--- config.mk ---
export PLATFORM = sky130hd
export DESIGN_NAME = alu_issue_ctrl_flat
export DESIGN_NICKNAME = d
export VERILOG_FILES = /design/src/rtl/alu_issue_if.sv /design/src/rtl/alu_issue_ctrl.sv /design/src/flat_wrapper.sv
export SDC_FILE = /design/constraint.sdc
export NUM_CORES = 1
export LEC_CHECK = 0
export ABC_CLOCK_PERIOD_IN_PS = 3600
export BUFFER_PORTS_ARGS = -buffer_cell sky130_fd_sc_hd__buf_4
export CORE_AREA = 5 5 102 113
export CTS_CLUSTER_DIAMETER = 80
export CTS_CLUSTER_SIZE = 30
export DETAILED_ROUTE_END_ITERATION = 16
export DIE_AREA = 0 0 107 118
export GPL_TIMING_DRIVEN = 0
export MAX_ROUTING_LAYER = met4
export PLACE_DENSITY = 0.84
export SLEW_MARGIN = 20
export SYNTH_ARGS = -nofsm -noshare
export SYNTH_HDL_FRONTEND = slang
export SYNTH_SLANG_ARGS = --single-unit
--- constraint.sdc ---
create_clock -name clk -period 3.6 [get_ports clk]
set_input_delay 0.54 -clock clk [delete_from_list [all_inputs] [get_ports clk]]
set_output_delay 0.54 -clock clk [all_outputs]
set_load 0.01 [all_outputs]
--- src/rtl/alu_issue_if.sv ---
// Request/response and ALU-side bundle for alu_issue_ctrl.
// slave: issue controller side; master: decode stage, ALU and consumer side.
interface alu_issue_if;
    logic        req_valid;
    logic        req_ready;
    logic [5:0]  req_funct;
    logic [31:0] req_a;
    logic [31:0] req_b;
    logic [4:0]  req_shamt;
    logic [31:0] alu_a;
    logic [31:0] alu_b;
    logic        alu_s0;
    logic        alu_s1;
    logic        alu_s2;
    logic [31:0] alu_res;
    logic        alu_cout_sub;
    logic        rsp_valid;
    logic        rsp_ready;
    logic [31:0] rsp_res;
    logic        rsp_zero;
    logic        rsp_ovf;
    logic        rsp_err;

    modport slave (
        input  req_valid, req_funct, req_a, req_b, req_shamt,
        input  alu_res, alu_cout_sub, rsp_ready,
        output req_ready, alu_a, alu_b, alu_s0, alu_s1, alu_s2,
        output rsp_valid, rsp_res, rsp_zero, rsp_ovf, rsp_err
    );

    modport master (
        output req_valid, req_funct, req_a, req_b, req_shamt,
        output alu_res, alu_cout_sub, rsp_ready,
        input  req_ready, alu_a, alu_b, alu_s0, alu_s1, alu_s2,
        input  rsp_valid, rsp_res, rsp_zero, rsp_ovf, rsp_err
    );
endinterface

--- src/rtl/alu_issue_ctrl.sv ---
// Issues one MIPS R-type op to the combinational ALU, waits WAIT_CYC settle
// cycles, captures result/flags. Ports: clk, rst_n, bus (alu_issue_if.slave).
module alu_issue_ctrl #(
    parameter int unsigned WAIT_CYC = 1
) (
    input  logic        clk,
    input  logic        rst_n,
    alu_issue_if.slave  bus
);

    typedef enum logic [1:0] {IDLE, EXEC, ERR, RESP} state_t;

    localparam logic [3:0] CNT_INIT = 4'(WAIT_CYC - 1);

    state_t      state;
    logic [3:0]  cnt;
    logic [5:0]  funct_q;

    logic        legal;
    logic        is_shift;
    logic [2:0]  sel;
    logic [31:0] cap_res;
    logic        cap_ovf;
    logic        a31;
    logic        b31;

    always_comb begin
        legal = 1'b1;
        sel   = 3'b000;
        case (bus.req_funct)
            6'h20, 6'h21: sel = 3'b010;
            6'h22, 6'h23,
            6'h2A, 6'h2B: sel = 3'b100;
            6'h24:        sel = 3'b000;
            6'h25:        sel = 3'b001;
            6'h26:        sel = 3'b011;
            6'h27:        sel = 3'b111;
            6'h00:        sel = 3'b110;
            6'h03:        sel = 3'b101;
            default:      legal = 1'b0;
        endcase
    end

    assign is_shift = (bus.req_funct == 6'h00) || (bus.req_funct == 6'h03);

    assign a31 = bus.alu_a[31];
    assign b31 = bus.alu_b[31];

    // slt uses the sign of a-b only when signs agree; otherwise a's sign decides.
    always_comb begin
        cap_res = bus.alu_res;
        case (funct_q)
            6'h2A: cap_res = (a31 ^ b31) ? {31'b0, a31}
                                         : {31'b0, bus.alu_res[31]};
            6'h2B: cap_res = {31'b0, ~bus.alu_cout_sub};
            default: ;
        endcase
        cap_ovf = 1'b0;
        case (funct_q)
            6'h20: cap_ovf = (a31 == b31) && (cap_res[31] != a31);
            6'h22: cap_ovf = (a31 != b31) && (cap_res[31] != a31);
            default: ;
        endcase
    end

    always_ff @(posedge clk or negedge rst_n) begin
        if (!rst_n) begin
            state         <= IDLE;
            cnt           <= '0;
            funct_q       <= '0;
            bus.req_ready <= 1'b0;
            bus.alu_a     <= '0;
            bus.alu_b     <= '0;
            bus.alu_s0    <= 1'b0;
            bus.alu_s1    <= 1'b0;
            bus.alu_s2    <= 1'b0;
            bus.rsp_valid <= 1'b0;
            bus.rsp_res   <= '0;
            bus.rsp_zero  <= 1'b0;
            bus.rsp_ovf   <= 1'b0;
            bus.rsp_err   <= 1'b0;
        end else begin
            case (state)
                IDLE: begin
                    bus.req_ready <= 1'b1;
                    if (bus.req_valid && bus.req_ready) begin
                        bus.req_ready <= 1'b0;
                        if (legal) begin
                            bus.alu_a <= is_shift ? bus.req_b : bus.req_a;
                            bus.alu_b <= is_shift ? {27'b0, bus.req_shamt}
                                                  : bus.req_b;
                            {bus.alu_s0, bus.alu_s1, bus.alu_s2} <= sel;
                            funct_q <= bus.req_funct;
                            cnt     <= CNT_INIT;
                            state   <= EXEC;
                        end else begin
                            bus.rsp_err  <= 1'b1;
                            bus.rsp_res  <= '0;
                            bus.rsp_zero <= 1'b1;
                            bus.rsp_ovf  <= 1'b0;
                            state        <= ERR;
                        end
                    end
                end
                EXEC: begin
                    if (cnt == 4'd0) begin
                        bus.rsp_res   <= cap_res;
                        bus.rsp_zero  <= (cap_res == 32'd0);
                        bus.rsp_ovf   <= cap_ovf;
                        bus.rsp_err   <= 1'b0;
                        bus.rsp_valid <= 1'b1;
                        state         <= RESP;
                    end else begin
                        cnt <= cnt - 4'd1;
                    end
                end
                // One-cycle gap so illegal ops answer one edge after accept.
                ERR: begin
                    bus.rsp_valid <= 1'b1;
                    state         <= RESP;
                end
                RESP: begin
                    if (bus.rsp_ready) begin
                        bus.rsp_valid <= 1'b0;
                        bus.req_ready <= 1'b1;
                        state         <= IDLE;
                    end
                end
                default: state <= IDLE;
            endcase
        end
    end

endmodule

--- src/flat_wrapper.sv ---
// flat-port wrapper written by rule: the top's interface ports become plain ports
module alu_issue_ctrl_flat 
#(
    parameter int unsigned WAIT_CYC = 1
)
  (clk, rst_n, bus_req_valid, bus_req_funct, bus_req_a, bus_req_b, bus_req_shamt, bus_alu_res, bus_alu_cout_sub, bus_rsp_ready, bus_req_ready, bus_alu_a, bus_alu_b, bus_alu_s0, bus_alu_s1, bus_alu_s2, bus_rsp_valid, bus_rsp_res, bus_rsp_zero, bus_rsp_ovf, bus_rsp_err);
  alu_issue_if bus_i ();
  input  logic clk;
  input  logic rst_n;
  input wire logic [$bits(bus_i.req_valid)-1:0] bus_req_valid;
  input wire logic [$bits(bus_i.req_funct)-1:0] bus_req_funct;
  input wire logic [$bits(bus_i.req_a)-1:0] bus_req_a;
  input wire logic [$bits(bus_i.req_b)-1:0] bus_req_b;
  input wire logic [$bits(bus_i.req_shamt)-1:0] bus_req_shamt;
  input wire logic [$bits(bus_i.alu_res)-1:0] bus_alu_res;
  input wire logic [$bits(bus_i.alu_cout_sub)-1:0] bus_alu_cout_sub;
  input wire logic [$bits(bus_i.rsp_ready)-1:0] bus_rsp_ready;
  output wire logic [$bits(bus_i.req_ready)-1:0] bus_req_ready;
  output wire logic [$bits(bus_i.alu_a)-1:0] bus_alu_a;
  output wire logic [$bits(bus_i.alu_b)-1:0] bus_alu_b;
  output wire logic [$bits(bus_i.alu_s0)-1:0] bus_alu_s0;
  output wire logic [$bits(bus_i.alu_s1)-1:0] bus_alu_s1;
  output wire logic [$bits(bus_i.alu_s2)-1:0] bus_alu_s2;
  output wire logic [$bits(bus_i.rsp_valid)-1:0] bus_rsp_valid;
  output wire logic [$bits(bus_i.rsp_res)-1:0] bus_rsp_res;
  output wire logic [$bits(bus_i.rsp_zero)-1:0] bus_rsp_zero;
  output wire logic [$bits(bus_i.rsp_ovf)-1:0] bus_rsp_ovf;
  output wire logic [$bits(bus_i.rsp_err)-1:0] bus_rsp_err;
  assign bus_i.req_valid = bus_req_valid;
  assign bus_i.req_funct = bus_req_funct;
  assign bus_i.req_a = bus_req_a;
  assign bus_i.req_b = bus_req_b;
  assign bus_i.req_shamt = bus_req_shamt;
  assign bus_i.alu_res = bus_alu_res;
  assign bus_i.alu_cout_sub = bus_alu_cout_sub;
  assign bus_i.rsp_ready = bus_rsp_ready;
  assign bus_req_ready = bus_i.req_ready;
  assign bus_alu_a = bus_i.alu_a;
  assign bus_alu_b = bus_i.alu_b;
  assign bus_alu_s0 = bus_i.alu_s0;
  assign bus_alu_s1 = bus_i.alu_s1;
  assign bus_alu_s2 = bus_i.alu_s2;
  assign bus_rsp_valid = bus_i.rsp_valid;
  assign bus_rsp_res = bus_i.rsp_res;
  assign bus_rsp_zero = bus_i.rsp_zero;
  assign bus_rsp_ovf = bus_i.rsp_ovf;
  assign bus_rsp_err = bus_i.rsp_err;
  alu_issue_ctrl #(.WAIT_CYC(WAIT_CYC)) u_core (.clk(clk), .rst_n(rst_n), .bus(bus_i));
endmodule
* Yosys cells after proc, flatten, opt, wreduce, memory -nomap -nowiden *
Index checks and enable logic that the tools add are counted.

cells by class
  $add $sub $neg = 1
  eq/ne operators = 27
  multiplexer cells = 36
  bitwise logic cells = 2
  reductions and logical operators = 20

operators by type and width
  operator                                                count
  2-to-1 mux 32 bit                                       5
  one-hot mux 32 bit (2 select lines)                     2
  == test 6 bit (second input constant)                   14
  zero test 32 bit                                        1
  one-hot mux 3 bit (7 select lines)                      1
  2-to-1 mux 1 bit                                        13
  2-to-1 mux 4 bit                                        3
  OR reduction 12 bit                                     1
  one-hot mux 1 bit (2 select lines)                      5
  AND reduction 3 bit                                     3
  2-to-1 mux 2 bit                                        4
  one-hot mux 2 bit (4 select lines)                      1
  one-hot mux 4 bit (2 select lines)                      1
  AND reduction 4 bit                                     2
  == test 6 x 2 -> 1 bit (second input constant)          1
  zero test 6 bit                                         1
  inequality test 2 x 1 -> 1 bit (second input constant)  3
  inequality test 2 bit (second input constant)           3
  == test 2 bit (second input constant)                   2
  zero test 4 bit                                         1
  nonzero test 2 bit                                      2
  OR reduction 4 bit                                      1
  subtractor 4 x 1 -> 4 bit (second input constant)       1
  logical AND 1 bit                                       3
  other kinds (11)                                        12

storage, ports and cells
  register bits after elaboration = 116
  input bits = 112
  output and inout bits = 104
  word-level logic and storage cells = 100

* Logic depth before layout (Yosys ltp) *
  word-level depth = 8
  gate-level depth with buffers = 9
  depth with buffers taken out = 7

* Worst setup path after synthesis *
Ideal clock, no wire load.

  kind = in2reg
  start point = input bus_req_funct[1]
  end point = register u_core.bus.rsp_ovf
  setup time = 0.125 ns
  data arrival time = 1.893 ns
  data required time = 3.475 ns
  path slack = 1.582 ns
  cell stages on the path = 7
  buffers on the path = 2
  cell sequence = buf_6 -> nor4_2 -> a21oi_2 -> a21oi_2 -> o31a_1 -> buf_2 -> mux2_2

on the way
  cells in the longest elaborated chain, start to end = 5
  elaborated cells between the ends (all ways) = 16
  those cells by class = 12 x eq/ne; 1 x mux; 3 x reduce/logical

ends and longest elaborated chain
  item                                   line                   RTL
  from (decl)                            flat_wrapper.sv:11     input wire logic [$bits(bus_i.req_funct)-1:0] bus_req_funct;
  == test 6 bit (tied with other cells)  alu_issue_ctrl.sv:30   case (bus.req_funct)
  OR reduction 12 bit (no line) (*)      -
  2-to-1 mux 1 bit (*)                   alu_issue_ctrl.sv:30
  inequality test 2 bit (no line) (*)    -
  AND reduction 4 bit (no line) (*)      -
  to (signal assigned)                   alu_issue_ctrl.sv:109  bus.rsp_ovf <= cap_ovf;
  to (decl)                              alu_issue_if.sv:28     output rsp_valid, rsp_res, rsp_zero, rsp_ovf, rsp_err

Every way passes the cells marked *; elsewhere a longest branch is shown, timed or not.
A chain may end at the register's enable or synchronous reset.

* Final worst setup path *
  start point = register u_core.cnt[0]
  end point = register u_core.bus.rsp_res[6]

on the way
  cells in the longest elaborated chain, start to end = 3

ends and longest elaborated chain
  item                                      line                   RTL
  from (decl)                               alu_issue_ctrl.sv:16   logic [3:0] cnt;
  from (signal assigned)                    alu_issue_ctrl.sv:114  cnt <= cnt - 4'd1;
  zero test 4 bit                           alu_issue_ctrl.sv:106  if (cnt == 4'd0) begin
  inequality test 2 x 1 -> 1 bit (no line)  -
  AND reduction 4 bit (no line)             -
  to (signal assigned)                      alu_issue_ctrl.sv:107  bus.rsp_res <= cap_res;
  to (decl)                                 alu_issue_if.sv:28

Every way passes these cells.

==> results.toml <==
[clock_network]
clk_pin_slew_ns = 0.06
cts_num_sinks = 116
ctsResizeCount = 0
worstSkewPairLatency_ns = 0.41
cts_made_buffers = 17
cts_max_level = 4
ctsHoldBuffers = 0
post-cts-setup-buffers = 0
root_buffer = "clkbuf_16"
clockBufferDepth = 2
cts_tree = "done"

[sta]
fin_crit_ns = 2.35
fin_skew_ns = 0.00538
grt_setup_unrepaired = "no"
setup_tns_ns = 0
finalHoldViolations = 0
slew-limit-headroom = 0.621
drv_slew = 0
postLayoutSetupSlackWorst_ns = 1.25
hold_slack_ns = 0.0863
fmax_mhz = 425
worstMarginPinSlew_ns = 0.569
setup_viol = 0
min_period_over_period = 0.653

[setup_path]
cp.arrival_ns = 2.70
endpoint_kind = "flop"
crit_required_ns = 3.94
startpoint_type = "flop"
rrSetupSlack_ns = 1.25
r2r-end = "u_core.bus.rsp_res[6]"
r2r-start = "u_core.cnt[0]"
crit_type = "flop to flop"
reg2reg_depth = 8
cp_max_fo = 10

[floorplanning]
fp.dieW_um = 107
coreArea_sq_mm = 0.0102
placementRows = 39
die_h_um = 118
start_util = 0.507
die_area_sq_mm = 0.0126
io_pins = 216

[logic_synthesis]
yosysTopAreaCell = "dfrtp_1"
synth_cells = 500
ys_ff_latch = 116
synth-async-reset-ratio = 1.00
synth_nets = 617
synth_cell_types = 45
yosys.area.top_type_share = 0.558
yosys-top-cells-area = "dfrtp_1 (56%), nand2_1 (7.7%), mux2i_1 (7.5%), a22o_1 (5.9%), o21ai_0 (4.8%)"
synth-edff-count = 0
synth.avg_cell_area_sq_um = 10.4
synth_seq_area_share = 0.558
synthTopCellsByCount = "dfrtp_1 (116), nand2_1 (106), o21ai_0 (50)"
ys.flop_type = "dfrtp_1"
synth_most_common_cell = "dfrtp_1"
synth_area_sq_mm = 0.00520
yosysWarnings = 0

[drt]
drt_iter0_drc = 217
wl_um = 16300
vias_per_cell = 5.57
dr.pass1.iters = 5
avgRoutedWirePerCell_um = 18.7
vias = 4838
postRouteAntennaNets = 0
drc_errors = 0

[place]
dpl_cell_area_sq_mm = 0.00697
gp_congestion = 0.825
pre_cts_ws_ns = 1.30
dp.cells = 836
dp_hpwl_um = 12300
numPortBuffers = 212

[layout]
drive_above_1_share = 0.372
antenna-diode-count = 0
num-nets-final = 849
final_area_sq_mm = 0.00759
area_growth_pct = 46.1
layoutNonFillerInstCount = 868

[global_route]
grt_pass1_wl_um = 26500
grt_max_degree = 61
grt_usage = 0.273
antenna_found_initial = 0
overflow = 0
grt_pass1_vias = 5222

[flow_run]
drv_cap = 0

[power_and_ir_drop]
p_leak_nw = 4.14
vdd_drop_max_v = 0.000442
p_per_area_mw_per_mm2 = 820

[outcome]
outcome = "completed"

[worst_hold_path]
hp-class = "primary input to async pin"
-- worst max-delay path, cell delays in order (launching register included) --
cell and delay, ns:
dfrtp_1 0.44, inv_1 0.13, ha_1 0.17, nor3b_2 0.32, nand2_1 0.12, a21o_1 0.19, a211oi_2 0.28, clkbuf_1 0.41
a22o_1 0.21
-- sequential cells by signal, summed over array words and instances, names as in the netlist, 2 cells and up --
register	count
u_core.bus.alu_b	32
u_core.state	2
u_core.funct_q	6
u_core.bus.rsp_res	32
u_core.cnt	4
u_core.bus.alu_a	32
-- layout by cell type (no fill, tap or decap), types with 4 or more instances in the layout --
master	netlist	layout
a21oi_1	4	4
a22o_1	35	35
buf_2	16	16
buf_4	0	211
buf_6	6	7
clkbuf_1	12	12
clkbuf_16	0	17
clkinvlp_4	0	4
dfrtp_1	116	116
ha_1	5	5
inv_1	15	15
mux2i_1	39	39
nand2_1	106	106
nand3_1	31	31
nor2_1	10	10
nor4_1	8	8
o21ai_0	50	50
-- area by class of cell --
class | instances | area (sq um)
Buffer | 34 | 193
Clock buffer | 18 | 439
Clock inverter | 14 | 178
Fill cell | 734 | 2660
Inverter | 15 | 56.3
Multi-Input combinational cell | 335 | 2050
Sequential cell | 116 | 2900
Tap cell | 123 | 154
Timing Repair Buffer | 213 | 1620
-- kinds of logic (layout without fill, tap and decap cells) --
| family | count (synthesis) | after routing | synth area share |
|---|---|---|---|
| compound gates | 117 | 117 | 0.155 |
| xor+xnor | 2 | 2 | 0.00337 |
| fa+ha+maj | 6 | 6 | 0.0140 |
| buf+inv | 49 | 294 | 0.0479 |
| flops | 116 | 116 | 0.558 |
| mux | 41 | 41 | 0.0794 |
| simple gates | 169 | 169 | 0.142 |
-- metal layers --
layer | global-route usage | routed length, um | part of all wire | vias up
met4 | 0.0863 | 269 | 0.017 | 0
met3 | 0.0757 | 1160 | 0.072 | 26
met5 | - | 0 | 0 | -
li1 | - | - | - | 2219
met1 | 0.316 | 6470 | 0.40 | 2378
met2 | 0.459 | 8350 | 0.51 | 215
-- per-stage QoR --
stage          power [W]  utilization
6_report         0.00623        0.741
3_5_place_dp     0.00449        0.681
4_1_cts          0.00627        0.741
3_3_place_gp     0.00437        0.678
2_1_floorplan    0.00326            -
5_1_grt          0.00659        0.741
-- report_power, final --
group | leakage [nW] | switching, W | internal, W
sequential | 1.53 | 0.000351 | 0.00185
clock | 0.290 | 0.000640 | 0.00111
combinational | 2.32 | 0.00112 | 0.00116
total | 4.14 | 0.00211 | 0.00412
-- worst max-delay path by stage --
stage / start / end / slack [ns] / depth (start not counted)
floorplan: bus_req_funct[1] / u_core.bus.rsp_ovf / 1.58 / 7
global placement: bus_req_funct[0] / u_core.bus.rsp_res[9] / 1.40 / 7
detailed placement: u_core.cnt[0] / u_core.bus.rsp_res[6] / 1.30 / 8
CTS: u_core.cnt[0] / u_core.bus.rsp_res[6] / 1.26 / 8
global route: u_core.state[1] / u_core.bus.rsp_res[18] / 1.09 / 7
finish: u_core.cnt[0] / u_core.bus.rsp_res[6] / 1.25 / 8
Power figures use the tool's default switching activity.
